`src/rtl/rs232_pkg.sv`:
```
// Shared definitions for the RS232 transmit-side arbiter.
//   txState_t     : arbiter FSM states (IDLE, START, WAIT_HI, WAIT_LO)
//   RS232_BYTE_W  : transmitted byte width
//   DEF_START_TO  : default cycles to wait for the transmitter busy to rise
package rs232_pkg;

  typedef enum logic [1:0] {
    IDLE    = 2'd0,
    START   = 2'd1,
    WAIT_HI = 2'd2,
    WAIT_LO = 2'd3
  } txState_t;

  localparam int RS232_BYTE_W = 8;
  localparam int DEF_START_TO = 4;

endpackage

```
`src/rtl/rs232_tx_arbiter_rr_pick.sv`:
```
// rr_pick: combinational round-robin priority picker.
//   N        : number of requesters
//   req      : request vector
//   last     : index of the previous winner; search starts at last+1 mod N
//   grantIdx : index of the selected requester (0 when none)
//   valid    : a requester was selected
module rr_pick #(
  parameter int N  = 4,
  parameter int IW = $clog2(N)
) (
  input  logic [N-1:0]  req,
  input  logic [IW-1:0] last,
  output logic [IW-1:0] grantIdx,
  output logic          valid
);

  logic [IW-1:0] idx;

  // Walk offsets from N down to 1 so the smallest offset from last
  // (the highest-priority candidate) is written last and wins.
  always_comb begin
    grantIdx = '0;
    valid    = 1'b0;
    idx      = '0;
    for (int unsigned i = 0; i < N; i++) begin
      idx = IW'((int'(last) + N - int'(i)) % N);
      if (req[idx]) begin
        grantIdx = idx;
        valid    = 1'b1;
      end
    end
  end

endmodule

```
`src/rtl/rs232_tx_arbiter.sv`:
```
// rs232_tx_arbiter: round-robin arbiter sharing one RS232 byte transmitter.
// Optional echo source enabled by macro RS232_TX_ARBITER_ECHO_EN.
// Ports:
//   iCLK, iRST_N (async, active-low)
//   iREQ/iREQ_DATA : per-requester request level and byte (k at [8k+7:8k])
//   oACK           : one-cycle commit pulse per requester
//   oTX_DATA/oTX_START/iTX_BUSY : transmitter handshake
//   iRX_READY/iRX_DATA : received byte strobe (echo only)
//   oGRANT         : current/last grant index, N_REQ means echo
//   oBUSY          : state is not IDLE
//   oECHO_OVF      : sticky echo-byte dropped flag
module rs232_tx_arbiter
  import rs232_pkg::*;
#(
  parameter int N_REQ    = 4,
  parameter int START_TO = DEF_START_TO
) (
  input  logic                         iCLK,
  input  logic                         iRST_N,
  input  logic [N_REQ-1:0]             iREQ,
  input  logic [RS232_BYTE_W*N_REQ-1:0] iREQ_DATA,
  output logic [N_REQ-1:0]             oACK,
  output logic [RS232_BYTE_W-1:0]      oTX_DATA,
  output logic                         oTX_START,
  input  logic                         iTX_BUSY,
  input  logic                         iRX_READY,
  input  logic [RS232_BYTE_W-1:0]      iRX_DATA,
  output logic [$clog2(N_REQ+1)-1:0]   oGRANT,
  output logic                         oBUSY,
  output logic                         oECHO_OVF
);

  localparam int LW = $clog2(N_REQ);
  localparam int GW = $clog2(N_REQ+1);

  txState_t state, nextState;

  logic [LW-1:0]           last;
  logic [LW-1:0]           pickIdx;
  logic                    pickValid;
  logic                    grantReq;
  logic                    grantEcho;
  logic [7:0]              toCnt;
  logic                    echoValid;
  logic [RS232_BYTE_W-1:0] echoData;

  rr_pick #(.N(N_REQ), .IW(LW)) uPick (
    .req      (iREQ),
    .last     (last),
    .grantIdx (pickIdx),
    .valid    (pickValid)
  );

  always_ff @(posedge iCLK or negedge iRST_N) begin
    if (!iRST_N) state <= IDLE;
    else         state <= nextState;
  end

  // Echo is considered only when no requester is pending.
  always_comb begin
    nextState = state;
    grantReq  = 1'b0;
    grantEcho = 1'b0;
    case (state)
      IDLE: begin
        if (!iTX_BUSY) begin
          if (pickValid) begin
            grantReq  = 1'b1;
            nextState = START;
          end else if (echoValid) begin
            grantEcho = 1'b1;
            nextState = START;
          end
        end
      end
      START:   nextState = WAIT_HI;
      WAIT_HI: if (iTX_BUSY || toCnt == 8'(START_TO-1)) nextState = WAIT_LO;
      WAIT_LO: if (!iTX_BUSY) nextState = IDLE;
      default: nextState = IDLE;
    endcase
  end

  // Start pulse and ack are registered on the IDLE->START transition so they
  // are high exactly during the START cycle.
  always_ff @(posedge iCLK or negedge iRST_N) begin
    if (!iRST_N) begin
      last      <= LW'(N_REQ-1);
      oTX_DATA  <= '0;
      oTX_START <= 1'b0;
      oACK      <= '0;
      oGRANT    <= '0;
      oBUSY     <= 1'b0;
      toCnt     <= '0;
    end else begin
      oTX_START <= grantReq | grantEcho;
      oACK      <= '0;
      oBUSY     <= (nextState != IDLE);
      toCnt     <= (state == WAIT_HI) ? toCnt + 8'd1 : '0;
      if (grantReq) begin
        oACK[pickIdx] <= 1'b1;
        oTX_DATA      <= iREQ_DATA[pickIdx*RS232_BYTE_W +: RS232_BYTE_W];
        oGRANT        <= GW'(pickIdx);
        last          <= pickIdx;
      end else if (grantEcho) begin
        oTX_DATA <= echoData;
        oGRANT   <= GW'(N_REQ);
      end
    end
  end

`ifdef RS232_TX_ARBITER_ECHO_EN
  logic echoClr;

  assign echoClr = (state == START) && (oGRANT == GW'(N_REQ));

  // A byte arriving in the same cycle the buffer is serviced replaces it
  // rather than counting as an overflow.
  always_ff @(posedge iCLK or negedge iRST_N) begin
    if (!iRST_N) begin
      echoValid <= 1'b0;
      echoData  <= '0;
      oECHO_OVF <= 1'b0;
    end else if (iRX_READY) begin
      if (echoValid && !echoClr) begin
        oECHO_OVF <= 1'b1;
      end else begin
        echoData  <= iRX_DATA;
        echoValid <= 1'b1;
      end
    end else if (echoClr) begin
      echoValid <= 1'b0;
    end
  end
`else
  logic unusedRx;

  assign echoValid = 1'b0;
  assign echoData  = '0;
  assign oECHO_OVF = 1'b0;
  assign unusedRx  = ^{iRX_READY, iRX_DATA};
`endif

endmodule

```
`config.mk`:
```
export PLATFORM = sky130hd
export DESIGN_NAME = rs232_tx_arbiter
export DESIGN_NICKNAME = d
export VERILOG_FILES = /design/src/rtl/rs232_pkg.sv /design/src/rtl/rs232_tx_arbiter_rr_pick.sv /design/src/rtl/rs232_tx_arbiter.sv
export SDC_FILE = /design/constraint.sdc
export NUM_CORES = 1
export LEC_CHECK = 0
export ABC_AREA = 1
export CAP_MARGIN = 20
export CORE_MARGIN = 3
export CORE_UTILIZATION = 40
export DETAILED_ROUTE_END_ITERATION = 10
export HOLD_SLACK_MARGIN = 0.03
export PLACE_DENSITY = 0.76
export SLEW_MARGIN = 20
export SYNTH_ARGS = -nofsm -noshare
export SYNTH_HDL_FRONTEND = slang
export SYNTH_HIERARCHICAL = 1
export SYNTH_SLANG_ARGS = --single-unit
```
`constraint.sdc`:
```
create_clock -name iCLK -period 2.01 [get_ports iCLK]
set_clock_uncertainty 0.1 [all_clocks]
set_input_delay 0.201 -clock iCLK [delete_from_list [all_inputs] [get_ports iCLK]]
set_output_delay 0.201 -clock iCLK [all_outputs]
set_load 0.02 [all_outputs]
```
==> results of run 1 <==
Yosys cell counts:
cell and count:
nor3_2 2, inv_1 48, o21a_1 1, nor3_1 1, and2_4 1, buf_6 2, buf_2 2, nand2_2 4
buf_4 6, clkinv_2 1, dfstp_2 2, o21ai_2 1, nor2_1 17, o21ai_0 4, ha_1 1, dfrtp_1 26
nand4_1 2, nand2_1 110, nand3_4 1, nand3_1 25, nor2_2 3, a21oi_1 4, nor2_4 1, inv_8 1
conb_1 1
sequential cells by signal, summed over array words and instances (netlist names):
register	flops
last	2
oACK	4
oBUSY	1
oGRANT	2
oTX_DATA	8
oTX_START	1
state	2
toCnt	8
kinds of logic (layout without fill, tap and decap cells):
kind of cell             count (synthesis)  in the layout  share of synthesized area [%]
AND/OR/NAND/NOR                        167            167                           40.7
buffers and inverters                   60            123                           15.5
flip-flops                              28             28                           39.7
AO/OA/AOI/OAI                           10             10                           3.18
adder cells (fa/ha/maj)                  1              1                          0.707
other                                    1              2                          0.212
worst max-delay path by stage:
stage	startpoint	to	slack, ns	cells past startpoint
4_1_cts	last[0]	oTX_DATA[7]	0.05	14
5_1_grt	last[0]	oTX_DATA[3]	-0.14	17
3_3_place_gp	iREQ[3]	oTX_DATA[7]	-0.04	14
2_1_floorplan	last[0]	oTX_DATA[0]	0.09	15
6_report	last[0]	oTX_DATA[2]	-0.005	14
3_5_place_dp	iREQ[3]	oTX_DATA[7]	-0.07	14
where the power goes:
| part | switching, mW | total (mW) | internal, mW | leakage [nW] |
|---|---|---|---|---|
| clock network | 0.167 | 0.433 | 0.266 | 0.0357 |
| logic | 1.48 | 2.76 | 1.28 | 1.00 |
| registers | 0.135 | 0.888 | 0.754 | 0.360 |
final cells by class:
class	count	area, sq um	share of cell area [%]
clock buffer	3	41.3	1.57
clock inverter	1	30.0	1.14
inverter	50	201	7.67
multi-input combinational	180	865	32.9
sequential	28	703	26.8
tap	50	62.6	2.38
timing repair buffer	69	724	27.6
critical path, cell delays in order, from the launching register on:
cell and delay, ns:
dfstp_2 0.56, buf_12 0.12, inv_8 0.05, nand2_4 0.05, nand2_1 0.07, and2_4 0.15
nor2_2 0.10, nand3_2 0.10, nand2_4 0.14, clkbuf_16 0.17, nand2_1 0.06, nand3_1 0.08
nand2_1 0.05, nand2_1 0.05, nand2_1 0.05
metrics by stage:
| stage | cells | instance area, sq um | utilization [%] | setup WS [ns] | TNS (ns) |
|---|---|---|---|---|---|
| detailed placement | 370 | 2370 | 57.2 | -0.0716 | -0.464 |
| finish | 381 | 2630 | 63.4 | -0.00488 | -0.00488 |
| global route | 381 | 2630 | 63.4 | -0.138 | -1.26 |
| floorplan | 268 | 1770 | - | 0.0939 | 0 |
| global placement | 370 | 2370 | 57.2 | -0.0405 | -0.238 |
| CTS | 376 | 2470 | 59.7 | 0.0452 | 0 |
repair_timing:
| action | in CTS | in global routing |
|---|---|---|
| setup buffers | 2 | 3 |
| gates resized for setup | 4 | 25 |
| cloned | 0 | 2 |
| setup endpoints to repair | 8 | 8 |
| hold buffers | 0 | 0 |
| pin swaps | 0 | 11 |
per-layer routing:
layer  wire length, um  track usage (%)  up-vias
met1              1810             20.3      779
met2              2230             28.5       46
met4                31             2.87        0
met5                 0                0        -
met3               251             3.32        4
li1                  -                -      919
==> impl_metrics.csv, run 1 <==
group,metric,value,unit
status,status,"complete, but fails checks",
status,violations,"setup timing",
drt,drtPass1Iterations,4,
finish,fin_nets,381,
setup_path,regToRegEndpoint,"oTX_DATA[2]",
timing,rsz0062_at_grt,"true",
finish,n_antenna_cell,0,
timing,setup_viol,1,
timing,fmax,496,MHz
global_routing,grt_pass1_vias,1646,
drt,initialDrtViolationCount,76,
floorplan,io_pins,66,
setup_path,endpoint_kind,"flip-flop",
logic_synthesis,yosysWarnings,6,
floorplan,coreArea,4140,sq um
finish,final_common_cell,"nand2_1",
setup_path,r2r_slack,-0.005,ns
finish,fillerInstances,359,
floorplan,rows,23,
placement,dp_hpwl,3.11,mm
drt,routed_wl,4.32,mm
global_routing,grt_max_degree,29,
global_routing,grt_remaining_overflow,0,
logic_synthesis,synthCells,267,
drt,route.vias.total,1748,
setup_path,rr_worst_depth,14,
timing,hold_viol,0,
cts,root_buffer,"clkbuf_8",
drt,routed_via_density,4.59,
finish,area_delta_synth_final,48.4,%
cts,clockBufferDepth,2,
cts,h-tree-depth,1,
global_routing,grt_usage,16.1,%
setup_path,path_class,"reg -> reg",
pwr,fin_total_pwr,4.08,mW
setup_path,startpoint_type,"flip-flop",
timing,period_needed,2.01,ns
cts,cts_buffers,3,
floorplan,dieHeight,72.5,um
pwr,ir_worst_vdd,867,uV
cts,cts_tree,"built",
global_routing,grt_pass1_wl,6.90,mm
placement,gp_congestion,0.781,
cts,cts.sinks,28,
logic_synthesis,synthDistinctLibCells,25,
global_routing,antenna_found_initial,0,
logic_synthesis,synth.top_cell.area_share,36.7,%
pwr,power.density,1550,nW/um^2
run,max_cap_viol_count,0,
setup_path,critPathRequiredTime,2.08,ns
timing,holdWs,0.200,ns
timing,slew_violations,0,
min_path,hold_path.class,"in -> async",
logic_synthesis,avgSynthCellArea,6.63,sq um
drt,wl_per_cell,11.3,um
timing,post-route-period-util,100,%
floorplan,die_w,72.5,um
logic_synthesis,yosys.area.top_type,"dfrtp_1",
setup_path,cp.arrival,2.08,ns
drt,drtAntennaViolNets,0,
setup_path,crit_fanout,7,
floorplan,start_util,42.7,%
logic_synthesis,synth.top_cells.by_area,"dfrtp_1, nand2_1, inv_1, nand3_1, nor2_1",
floorplan,die_area,5260,sq um
timing,setup_ws,-0.00488,ns
drt,drc_errors,0,
logic_synthesis,seq_area_frac_synth,39.7,%
pwr,power_leakage,1.40,nW
logic_synthesis,synth_seq_cells,28,
placement,numPortBuffers,54,
finish,layout-drive-gt1-share,16.6,%
finish,layout_common_cells,"nand2_1, clkdlybuf4s50_1, inv_1",
setup_path,r2r-start,"last[0]",
cts,clock_latency,0.27,ns
cts,clk_transition_reported_paths,0.09,ns
logic_synthesis,synth_area,1770,sq um
Power figures use the tool's default switching activity.
==> run 2: changes to the inputs <==
--- a/config.mk
+++ b/config.mk
@@ -7,11 +7,10 @@
 export LEC_CHECK = 0
 export ABC_AREA = 1
 export CAP_MARGIN = 20
-export CORE_MARGIN = 3
-export CORE_UTILIZATION = 40
+export CORE_UTILIZATION = 44
 export DETAILED_ROUTE_END_ITERATION = 10
+export DONT_BUFFER_PORTS = 1
 export HOLD_SLACK_MARGIN = 0.03
-export PLACE_DENSITY = 0.76
 export SLEW_MARGIN = 20
 export SYNTH_ARGS = -nofsm -noshare
 export SYNTH_HDL_FRONTEND = slang
==> run 2 against run 1 <==
Effect of this change: wire length is 12% lower; flip-flop and latch count stayed put; the run now ends clean; maximum frequency is 1.4% higher; via count is 7.2% lower; combinational power is 17% lower; clock power hardly changed; final area is 18% lower; sequential power is 17% higher.
==> impl_metrics.csv, run 2 (synthesized netlist as in run 1, its figures left out) <==
group,metric,value,unit
drt,initialDrtViolationCount,55,
finish,seqCellArea,703,sq um
drt,drtAntennaViolNets,0,
cts,clockBufferDepth,2,
setup_path,cp.arrival,2.06,ns
finish,fin_nets,331,
setup_path,crit_chain,"buf_12 > inv_8 > nand2_2 > nand2_2 > nand2_2 > nand2_2 > nand2_2 > nand2_2 > nand2_2 > nand2_4 > inv_4 > clkbuf_16 > nand2_1 > nand3_1 > nand2_1 > nand2_1 > nand2_1",
finish,n_antenna_cell,0,
floorplan,io_pins,66,
placement,numPortBuffers,0,
drt,route.vias.total,1623,
timing,setup_viol,0,
status,status,"complete, no violations",
setup_path,critPathBufInv,4,
finish,fillerInstances,366,
placement,pre_cts_slack,-0.0492,ns
pwr,power_leakage,1.22,nW
global_routing,grt_pass1_vias,1483,
floorplan,die_area,4280,sq um
finish,layout_common_cells,"nand2_1, inv_1, dfrtp_1",
finish,multi_input_area,900,sq um
setup_path,path_class,"reg -> reg",
floorplan,coreArea,3770,sq um
floorplan,dieHeight,65.4,um
cts,cts_buffers,3,
finish,layout-drive-gt1-share,23.1,%
timing,period_needed,1.99,ns
floorplan,die_w,65.4,um
timing,setup_ws,0.0220,ns
setup_path,cpMostUsedCell,"nand2_2",
global_routing,grt_usage,18.0,%
cts,root_buffer,"clkbuf_8",
run,max_cap_viol_count,0,
setup_path,startpoint_type,"flip-flop",
global_routing,grt_max_degree,29,
pwr,ir_worst_vdd,779,uV
timing,rsz0062_at_grt,"true",
finish,reg_top3,"oTX_DATA (8), toCnt (8), oACK (4)",
timing,slew_violations,0,
drt,drtPass1Iterations,4,
setup_path,crit_fanout,8,
cts,clock_latency,0.27,ns
pwr,fin_total_pwr,3.78,mW
cts,cts_tree,"built",
drt,routed_via_density,4.93,
finish,area_delta_synth_final,21.1,%
pwr,power.density,1760,nW/um^2
cts,cts.sinks,28,
setup_path,crit_family,"simple AND/OR/NAND/NOR gates",
global_routing,antenna_found_initial,0,
timing,post-route-period-util,98.9,%
drt,drc_errors,0,
cts,h-tree-depth,1,
setup_path,cpPeakStageDelay,0.57,ns
setup_path,slowest_stage,"dfstp_2",
cts,clk_transition_reported_paths,0.09,ns
drt,routed_wl,3.82,mm
setup_path,critPathRequiredTime,2.08,ns
placement,dp_hpwl,2.56,mm
floorplan,rows,22,
global_routing,grt_pass1_wl,6.08,mm
setup_path,endpoint_kind,"flip-flop",
drt,wl_per_cell,11.6,um
placement,gp_congestion,0.835,
finish,final_common_cell,"nand2_1",
global_routing,grt_remaining_overflow,0,
timing,hold_viol,0,
timing,fmax,503,MHz
floorplan,start_util,46.9,%
min_path,hold_path.class,"in -> reg",
-- run 2: cell count changes in the layout (fill, tap and decap cells not counted), sizes merged --
cell | previous run | this run
clkdlybuf4s50 | 54 | 0
buf | 13 | 16
dlygate4sd3 | 0 | 2
clkbuf | 5 | 4
-- run 2: final cells by class --
class                      instances  area share [%]
clock buffer                       3            1.93
clock inverter                     1            1.40
inverter                          50            9.28
multi-input combinational        180            42.0
sequential                        28            32.8
tap                               48            2.80
timing repair buffer              19            9.81
-- run 2: path summary, 6_finish.rpt --
check,slack [ns],depth (start not counted),to,from
setup / recovery,0.02,17,oTX_DATA[2],last[0]
hold / removal,0.12,6,oTX_DATA[5],iREQ_DATA[5]
setup reg to reg,0.02,17,oTX_DATA[2],last[0]
hold reg to reg,0.40,2,last[1],last[1]
max in group asynchronous,1.31,2,last[1],iRST_N
min in group asynchronous,0.28,2,toCnt[6],iRST_N
-- run 2: power breakdown --
group	switching, mW	internal, mW
logic	1.30	1.00
clock network	0.169	0.266
registers	0.288	0.753
-- run 2: timing repair --
item,4_1_cts,5_1_grt
resized for setup,3,36
gates cloned,0,2
setup buffers,3,3
pin swaps,0,6
endpoints found under the hold margin,30,0
endpoints found under the setup margin,8,10
hold buffers,3,0
-- run 2: routing by layer --
layer  wire, um  part of all wire, %  GRT usage [%]  vias to the layer above
met5          0                    0              0                        -
met4          0                    0           1.63                        0
met3        228                  6.0           5.56                        0
met2       1850                   48           32.9                       43
met1       1740                   46           21.2                      765
li1           -                    -              -                      815
-- run 2: stage by stage --
step           instances  hold WS (ns)  util (%)  area [sq um]  setup TNS, ns
2_1_floorplan        268        -0.195         -          1770              0
3_3_place_gp         314        -0.194      48.5          1830         -0.144
3_5_place_dp         314        -0.194      48.5          1830         -0.286
4_1_cts              324         0.118      52.4          1980              0
5_1_grt              329         0.172      56.8          2140         -0.774
6_report             329         0.120      56.8          2140              0
-- run 2: worst register-to-register path, stage by stage, from the launching register on --
cell	delay (ns)
dfstp_2	0.57
buf_12	0.12
inv_8	0.05
nand2_2	0.05
nand2_2	0.07
nand2_2	0.08
nand2_2	0.05
nand2_2	0.08
nand2_2	0.05
nand2_2	0.07
nand2_4	0.09
inv_4	0.09
clkbuf_16	0.15
nand2_1	0.05
nand3_1	0.06
nand2_1	0.06
nand2_1	0.06
nand2_1	0.05
